### src/rtl/con_pkg.sv
// Shared types and constants for the controller poll scheduler.
// Holds the scheduler state enum, word width and SNES button bit positions.
package con_pkg;

  localparam int CON_WORD_W = 16;

  // SNES shift order: bit 0 is the first bit clocked out of the pad.
  localparam int CON_BTN_B      = 0;
  localparam int CON_BTN_Y      = 1;
  localparam int CON_BTN_SELECT = 2;
  localparam int CON_BTN_START  = 3;
  localparam int CON_BTN_UP     = 4;
  localparam int CON_BTN_DOWN   = 5;
  localparam int CON_BTN_LEFT   = 6;
  localparam int CON_BTN_RIGHT  = 7;
  localparam int CON_BTN_A      = 8;
  localparam int CON_BTN_X      = 9;
  localparam int CON_BTN_L      = 10;
  localparam int CON_BTN_R      = 11;

  typedef enum logic [2:0] {
    ST_IDLE   = 3'd0,
    ST_START  = 3'd1,
    ST_WAIT   = 3'd2,
    ST_STORE  = 3'd3,
    ST_NEXT   = 3'd4,
    ST_COMMIT = 3'd5
  } con_sched_state_t;

endpackage

### src/rtl/con_edge_det.sv
// Per-port sticky "newly pressed" register, used only when CON_EDGE_EN is defined.
// Edges accumulate at each frame commit and clear when software reads the port.
module con_edge_det
  import con_pkg::*;
(
  input  logic                  clock,
  input  logic                  reset,
  input  logic                  commit,
  input  logic                  clr,
  input  logic                  new_present,
  input  logic [CON_WORD_W-1:0] new_word,
  input  logic [CON_WORD_W-1:0] old_word,
  output logic [CON_WORD_W-1:0] pressed
);

  // A read clearing in the commit cycle drops only the old edges; fresh edges survive.
  always_ff @(posedge clock or negedge reset) begin
    if (!reset) begin
      pressed <= '0;
    end else if (commit) begin
      if (!new_present) pressed <= '0;
      else              pressed <= (clr ? '0 : pressed) | (new_word & ~old_word);
    end else if (clr) begin
      pressed <= '0;
    end
  end

endmodule

### src/rtl/con_poll_sched.sv
// Poll scheduler: time-multiplexes one SNES engine across NUM_PORTS pads per tick,
// commits whole-frame snapshots and serves req/ack reads. Optional edge flags: CON_EDGE_EN.
//
// Read handshake: rd_req is a level sampled every cycle; when rd_req is high and
// rd_ack was low last cycle, rd_ack pulses the next cycle with rd_data (and
// rd_pressed) for rd_port. rd_data holds between acks.
module con_poll_sched
  import con_pkg::*;
#(
  parameter int NUM_PORTS   = 2,
  parameter int POLL_PERIOD = 833333,
  parameter int ENG_TIMEOUT = 16384
) (
  input  logic                  clock,
  input  logic                  reset,
  output logic                  eng_start,
  output logic [1:0]            eng_sel,
  input  logic                  eng_done,
  input  logic [CON_WORD_W-1:0] eng_word,
  input  logic                  rd_req,
  input  logic [1:0]            rd_port,
  output logic                  rd_ack,
  output logic [CON_WORD_W-1:0] rd_data,
`ifdef CON_EDGE_EN
  output logic [CON_WORD_W-1:0] rd_pressed,
`endif
  output logic [NUM_PORTS-1:0]  present,
  output logic                  frame_tick,
  output logic [7:0]            overrun_cnt,
  output con_sched_state_t      dbg_state
);

  localparam int TW  = (POLL_PERIOD > 1) ? $clog2(POLL_PERIOD) : 1;
  localparam int TOW = $clog2(ENG_TIMEOUT + 1);

  con_sched_state_t state_q, state_d;
  logic [1:0]            port_q, port_d;
  logic [TW-1:0]         timer_q;
  logic [TOW-1:0]        to_cnt_q;
  logic                  to_flag_q, to_flag_d;
  logic                  tick;
  logic [CON_WORD_W-1:0] word_q;
  logic [CON_WORD_W-1:0] shadow   [NUM_PORTS];
  logic [CON_WORD_W-1:0] snapshot [NUM_PORTS];
  logic [NUM_PORTS-1:0]  shadow_pres;
  logic [CON_WORD_W-1:0] rd_word;
  logic                  ack_fire;

  assign tick      = (timer_q == TW'(POLL_PERIOD - 1));
  assign eng_sel   = port_q;
  assign dbg_state = state_q;
  assign ack_fire  = rd_req && !rd_ack;

  always_ff @(posedge clock or negedge reset) begin
    if (!reset) timer_q <= '0;
    else if (tick) timer_q <= '0;
    else timer_q <= timer_q + TW'(1);
  end

  always_ff @(posedge clock or negedge reset) begin
    if (!reset) begin
      state_q   <= ST_IDLE;
      port_q    <= '0;
      to_flag_q <= 1'b0;
    end else begin
      state_q   <= state_d;
      port_q    <= port_d;
      to_flag_q <= to_flag_d;
    end
  end

  always_comb begin
    state_d    = state_q;
    port_d     = port_q;
    to_flag_d  = to_flag_q;
    eng_start  = 1'b0;
    frame_tick = 1'b0;
    case (state_q)
      ST_IDLE: begin
        if (tick) begin
          port_d  = '0;
          state_d = ST_START;
        end
      end
      ST_START: begin
        eng_start = 1'b1;
        to_flag_d = 1'b0;
        state_d   = ST_WAIT;
      end
      ST_WAIT: begin
        if (eng_done) begin
          state_d = ST_STORE;
        end else if (to_cnt_q == TOW'(ENG_TIMEOUT - 1)) begin
          to_flag_d = 1'b1;
          state_d   = ST_STORE;
        end
      end
      ST_STORE: state_d = ST_NEXT;
      ST_NEXT: begin
        if (port_q == 2'(NUM_PORTS - 1)) begin
          state_d = ST_COMMIT;
        end else begin
          port_d  = port_q + 2'd1;
          state_d = ST_START;
        end
      end
      ST_COMMIT: begin
        frame_tick = 1'b1;
        state_d    = ST_IDLE;
      end
      default: state_d = ST_IDLE;
    endcase
  end

  // eng_word is only valid on the done pulse, so hold it for the STORE cycle.
  always_ff @(posedge clock or negedge reset) begin
    if (!reset) begin
      to_cnt_q <= '0;
      word_q   <= '0;
    end else begin
      if (state_q == ST_START) to_cnt_q <= '0;
      else if (state_q == ST_WAIT) to_cnt_q <= to_cnt_q + TOW'(1);
      if (state_q == ST_WAIT && eng_done) word_q <= eng_word;
    end
  end

  always_ff @(posedge clock or negedge reset) begin
    if (!reset) begin
      for (int i = 0; i < NUM_PORTS; i++) begin
        shadow[i]   <= '0;
        snapshot[i] <= '0;
      end
      shadow_pres <= '0;
      present     <= '0;
    end else begin
      if (state_q == ST_STORE) begin
        for (int i = 0; i < NUM_PORTS; i++) begin
          if (port_q == 2'(i)) begin
            shadow[i]      <= to_flag_q ? '0 : word_q;
            shadow_pres[i] <= !to_flag_q;
          end
        end
      end
      if (state_q == ST_COMMIT) begin
        for (int i = 0; i < NUM_PORTS; i++) snapshot[i] <= shadow[i];
        present <= shadow_pres;
      end
    end
  end

  always_ff @(posedge clock or negedge reset) begin
    if (!reset) overrun_cnt <= '0;
    else if (tick && state_q != ST_IDLE && overrun_cnt != 8'hFF)
      overrun_cnt <= overrun_cnt + 8'd1;
  end

  // Out-of-range ports read as zero but are still acknowledged.
  always_comb begin
    rd_word = '0;
    for (int i = 0; i < NUM_PORTS; i++)
      if (rd_port == 2'(i)) rd_word = snapshot[i];
  end

  always_ff @(posedge clock or negedge reset) begin
    if (!reset) begin
      rd_ack  <= 1'b0;
      rd_data <= '0;
    end else begin
      rd_ack <= ack_fire;
      if (ack_fire) rd_data <= rd_word;
    end
  end

`ifdef CON_EDGE_EN
  logic [CON_WORD_W-1:0] pressed [NUM_PORTS];
  logic [NUM_PORTS-1:0]  clr_vec;
  logic [CON_WORD_W-1:0] rd_press_word;

  always_comb begin
    clr_vec       = '0;
    rd_press_word = '0;
    for (int i = 0; i < NUM_PORTS; i++) begin
      if (rd_port == 2'(i)) begin
        clr_vec[i]    = ack_fire;
        rd_press_word = pressed[i];
      end
    end
  end

  for (genvar g = 0; g < NUM_PORTS; g++) begin : g_edge
    con_edge_det u_edge (
      .clock       (clock),
      .reset       (reset),
      .commit      (state_q == ST_COMMIT),
      .clr         (clr_vec[g]),
      .new_present (shadow_pres[g]),
      .new_word    (shadow[g]),
      .old_word    (snapshot[g]),
      .pressed     (pressed[g])
    );
  end

  always_ff @(posedge clock or negedge reset) begin
    if (!reset) rd_pressed <= '0;
    else if (ack_fire) rd_pressed <= rd_press_word;
  end
`endif

endmodule

### config.mk
export PLATFORM = sky130hd
export DESIGN_NAME = con_poll_sched
export DESIGN_NICKNAME = d
export VERILOG_FILES = /design/src/rtl/con_pkg.sv /design/src/rtl/con_edge_det.sv /design/src/rtl/con_poll_sched.sv
export SDC_FILE = /design/constraint.sdc
export NUM_CORES = 1
export LEC_CHECK = 0
export BUFFER_PORTS_ARGS = -buffer_cell sky130_fd_sc_hd__buf_2
export CORE_UTILIZATION = 55
export DETAILED_ROUTE_END_ITERATION = 6
export GPL_TIMING_DRIVEN = 0
export MAX_ROUTING_LAYER = met4
export PLACE_DENSITY = 0.72
export SLEW_MARGIN = 10
export SYNTH_ARGS = -nofsm -noshare
export SYNTH_HDL_FRONTEND = slang
export SYNTH_HIERARCHICAL = 1
export SYNTH_SLANG_ARGS = --single-unit
### constraint.sdc
create_clock -name clock -period 5.55 [get_ports clock]
set_clock_uncertainty 0.15 [all_clocks]
set_input_delay 0 -clock clock [delete_from_list [all_inputs] [get_ports clock]]
set_output_delay 0 -clock clock [all_outputs]
set_load 0.1 [all_outputs]
---- Yosys cells after proc, flatten, opt, wreduce, memory -nomap -nowiden ----
Cells that the tools add are included.
storage, ports and cells
  logic and storage cells ................. 71
  latch bits .............................. 0
  flip-flop bits (word level) ............. 150
  bits in read-only memories .............. 0
  input port bits ......................... 22
  memories ................................ 0
  output and inout port bits .............. 34
  RAM bits ................................ 0
cells by class
  muxes and demuxes ....................... 19
  shift-type cells ........................ 0
  reduce and logical (&&, ||, !) cells .... 17
  bitwise gates (word level) .............. 0
  eq/ne operators ......................... 15
  multipliers ............................. 0
  add/subtract/negate cells ............... 4
  divide/modulo/power cells ............... 0
  $lt $le $gt $ge ......................... 0
operator list
  operator                                                            number
  16-bit two-way mux                                                  3
  15-bit two-way mux                                                  2
  20-bit by 1-bit adder with 20-bit output (second input constant)    1
  20-bit == test (second input constant)                              1
  20-bit two-way mux                                                  1
  15-bit by 1-bit adder with 15-bit output (second input constant)    1
  15-bit by 14-bit == test with 1-bit output (second input constant)  1
  3-bit one-hot mux with 5 select lines                               1
  3-bit two-way mux                                                   4
  8-bit by 1-bit adder with 8-bit output (second input constant)      1
  2-bit inequality test (second input constant)                       4
  8-bit inequality test (second input constant)                       1
  3-bit by 2-bit == test with 1-bit output (second input constant)    2
  3-bit == test (second input constant)                               2
  2-bit AND reduction                                                 3
  3-bit AND reduction                                                 2
  2-bit by 1-bit == test with 1-bit output (second input constant)    2
  1-bit logical AND                                                   4
  2-bit zero test                                                     2
  1-bit two-way mux                                                   4
  2-bit two-way mux                                                   2
  2-bit one-hot mux with 2 select lines                               1
  2-bit nonzero test                                                  2
  3-bit by 1-bit == test with 1-bit output (second input constant)    1
  other kinds (6)                                                     7

---- Depth between registers and ports, before layout ----
  depth in word-level cells ............... 4
  depth in mapped cells ................... 8

---- Worst setup path before layout ----
Ideal clock, no wire load.
  path kind ............................... register to register
  start point ............................. register state_q[0], in the netlist dbg_state[0]
  end point ............................... register to_cnt_q[2]
  path buffers ............................ 1
  arrival time ............................ 2805 ps
  path slack .............................. 2466 ps
  cell stages (with the launch flop) ...... 7
  period minus slack after synthesis ...... 3084 ps
  cells stage by stage .................... dfrtp_1 -> clkbuf_1 -> or3b_2 -> inv_1 -> nor2_1 -> o21ai_0 -> o21ai_0
on the way
  word-level cells in the longest chain between the ends .. 2
  elaborated cells between the ends (all ways) .. 4
RTL lines
  element                                                                                               line                                          text
  from (decl)                                                                                           con_poll_sched.sv:36                          con_sched_state_t state_q, state_d;
  from (signal assigned)                                                                                con_poll_sched.sv:66                          state_q <= state_d;
  3-bit by 1-bit == test with 1-bit output or 3-bit by 2-bit == test with 1-bit output (tied branches)  con_poll_sched.sv:121, con_poll_sched.sv:122
  15-bit two-way mux or 2-bit nonzero test (tied branches)                                              n/a
  to (signal assigned)                                                                                  con_poll_sched.sv:122                         else if (state_q == ST_WAIT) to_cnt_q <= to_cnt_q + TOW'(1);
  to (decl)                                                                                             con_poll_sched.sv:39                          logic [TOW-1:0] to_cnt_q;
Several ways; a longest one is shown, not always the timed one.
A chain may end at the register's enable or synchronous reset.

---- Final worst setup path ----
  start point ............................. register state_q[0], in the netlist dbg_state[0]
  end point ............................... output frame_tick
on the way
  word-level cells in the longest chain between the ends .. 2
RTL lines
  element            line                  text
  3-bit == test      con_poll_sched.sv:78  case (state_q)
  1-bit two-way mux  con_poll_sched.sv:78
  to (decl)          con_poll_sched.sv:28  output logic frame_tick,
Every way passes these cells.

==> impl_metrics.toml <==
[synth]
synth_area_sq_mm = 0.006427
syn-num-nets = 654
synth-async-reset-ratio = 1.000
synth-edff-count = 0
ys_seq_elements = 150
synth_area_leader_cell = "dfrtp_1"
synthTopCellsByArea = "dfrtp_1, nand2_1, o21ai_0, mux2i_1, mux2_2"
ys_types = 48
synth_flop_cell = "dfrtp_1"
synth-seq-area-share = 0.5840
synth_top_area_frac = 0.5840
ys_warn_count = 6
synth_cells = 626
synth.avg_cell_area_sq_um = 10.27

[clock_network]
ctsHoldBuffers = 27
path_clk_slew_ps = 60
tritoncts = "yes"
clk-insertion-delay-late_ps = 410
clock_sinks = 150
cts_max_level = 4
cts_root_buf = "clkbuf_16"
cts_buffers = 17
post_cts_resized = 0
cts_setup_buffers = 0
clock_path_buffers = 2

[routing]
drc = 0
drtIter0Drc = 216
routed_via_density = 5.267
dr.pass1.iters = 5
routed-via-count = 4640
routed_wl_mm = 12.55
wl_per_cell_microns = 14.25
ant_nets = 0

[timing]
relSlewSlack = 0.5349
min_period_over_period = 0.4935
worstMarginPinSlew_ps = 697.6
hold_viol_final = 5
tns_ps = 0
drv_slew = 0
finalSetupViolCount = 0
min_period_ps = 2739
rsz0062_at_grt = "false"
whs_ps = -2.900
fmax_ghz = 0.3651

[global_route]
grt_max_degree = 77
grt_usage = 0.2403
antenna_found_initial = 0
grt_pass1_wl_mm = 21.43
grt_pass1_vias = 4612
grt_overflow_total = 0

[die]
initial_utilization = 0.5629
core_area_sq_mm = 0.01142
die_y_microns = 110.1
die_w_microns = 110.1
ios = 56
die_area_sq_mm = 0.01212
num_rows = 39

[power]
power_leakage_nw = 3.784
p_per_area_mw_per_mm2 = 435.2
vdd_ir_drop_max_uv = 330.5

[final_layout]
fin_nets = 755
layout-drive-gt1-share = 0.1572
fillers = 892
syn2layout_area_growth_pct = 20.25
num_antenna_cells = 0
instances_no_fill = 881
seq_area_sq_mm = 0.003754
multi_input_area_sq_mm = 0.002504

[setup_path]
cp.arrival_ps = 2590
rr_startpoint = "dbg_state[1]"
crit_path_start = "dbg_state[0]"
rrSetupSlack_ps = 2940
critPathLaunchType = "register"
cp-end-kind = "primary output"
critPathKind = "reg2out"
path_max_fanout = 10
worst_ep_required_time_ps = 5400

[status]
status = "complete, but fails checks"
violations = "negative hold slack"

[placement]
place_congestion = 0.8460
dp.cells = 824
post-dp-hpwl_mm = 8.453
portBuffers = 54

[flow_run]
max-cap-violations = 0

[worst_hold_path]
holdCritPathClass = "in2async"
[cell usage in the layout, fill, tap and decap left out, drive strengths merged, types with 10 or more instances in the layout]
master and instances:
nand2 175, dfrtp 150, o21ai 62, buf 59
clkbuf 50, dlygate4sd3 27, mux2i 23, nor2 23
nand2b 19, mux2 19, nand3 14, inv 12
nand4 12, xor2 11, xnor2 10
[synth_stat cells, types with 3 or more instances]
cell type / count
o211ai_1: 3
ha_1: 6
mux2i_1: 23
o211ai_2: 3
or3b_2: 3
o31ai_2: 3
mux2_2: 19
inv_1: 12
nand3_1: 14
and3_1: 4
o21ai_0: 62
nand2_1: 175
xnor2_1: 10
xor2_1: 11
nand4_1: 12
nand3b_1: 3
nand2b_1: 19
nor2_1: 22
and4_1: 3
dfrtp_1: 150
nor3_1: 6
clkbuf_1: 24
nor4_1: 5
nor3b_1: 3
[cells by family (layout without fill, tap and decap cells)]
kind of cell               Yosys count  count (layout)  share of synthesized area
muxes                               42              42                    0.06911
adders and majority gates            6               6                    0.01168
and+or+nand+nor                    286             286                     0.2054
buffers and inverters               41             153                    0.02647
DFF                                150             150                     0.5840
AOI/OAI and AO/OA                   80              80                    0.07475
xor gates and xnor gates            21              21                    0.02861
[per-layer routing]
metal  up-vias  part of all wire  wire, microns  global-route usage
li1       2321                 -              -                   -
met1      2230              0.46           5771              0.3015
met2        75              0.49           6193              0.3808
met3        14             0.033            415             0.05644
met4         0             0.014            172             0.09211
met5         -                 0              0                   -
[critical path, stage by stage (launching register included)]
cell and delay (ps):
dfrtp_1 390, clkbuf_1 350, nand3b_1 340, clkinv_1 250, buf_1 340, buf_2 500
[metrics by stage]
stage / cell area, sq um / worst slack [ps] / total power [W] / util / hold WS, ps
3_5_place_dp: 6914 / 3246 / 0.002267 / 0.6055 / -144.9
4_1_cts: 7729 / 2793 / 0.003383 / 0.6769 / 11.15
5_1_grt: 7729 / 2642 / 0.003546 / 0.6769 / 59.07
6_report: 7729 / 2811 / 0.003364 / 0.6769 / -2.900
2_1_floorplan: 6427 / 2466 / 0.002068 / - / -445.6
3_3_place_gp: 6877 / 2292 / 0.002226 / 0.6022 / 82.85
[state kept, by name, summed over array words and instances (netlist names)]
register,cells
word_q,16
eng_sel,2
dbg_state,3
overrun_cnt,8
rd_ack,1
shadow_pres,2
snapshot,32
present,2
timer_q,20
to_flag_q,1
rd_data,16
shadow,32
to_cnt_q,15
[final cells by class]
class                      instances  share of cell area
tap                              143             0.02315
clock inverter                     4            0.005828
multi-input combinational        435              0.3239
inverter                          13            0.006314
sequential                       150              0.4857
timing repair buffer              82             0.07479
buffer                            28             0.01570
clock buffer                      26             0.06459
[report_power, final]
| group | leakage, nW | internal [W] | switching [W] | total, W |
|---|---|---|---|---|
| Clock | 0.270 | 0.000657 | 0.000400 | 0.00106 |
| Combinational | 1.50 | 0.000292 | 0.000558 | 0.000850 |
| Sequential | 2.02 | 0.00132 | 0.000139 | 0.00146 |
[path summary, 6_finish.rpt]
kind | cells past startpoint | end
worst max-delay path | 5 | frame_tick
worst min-delay path | 2 | snapshot[28]
worst max register to register | 5 | word_q[3]
worst min register to register | 2 | snapshot[1]
max in group asynchronous | 3 | snapshot[3]
min in group clock | 3 | rd_data[2]
Power figures use the tool's default switching activity.
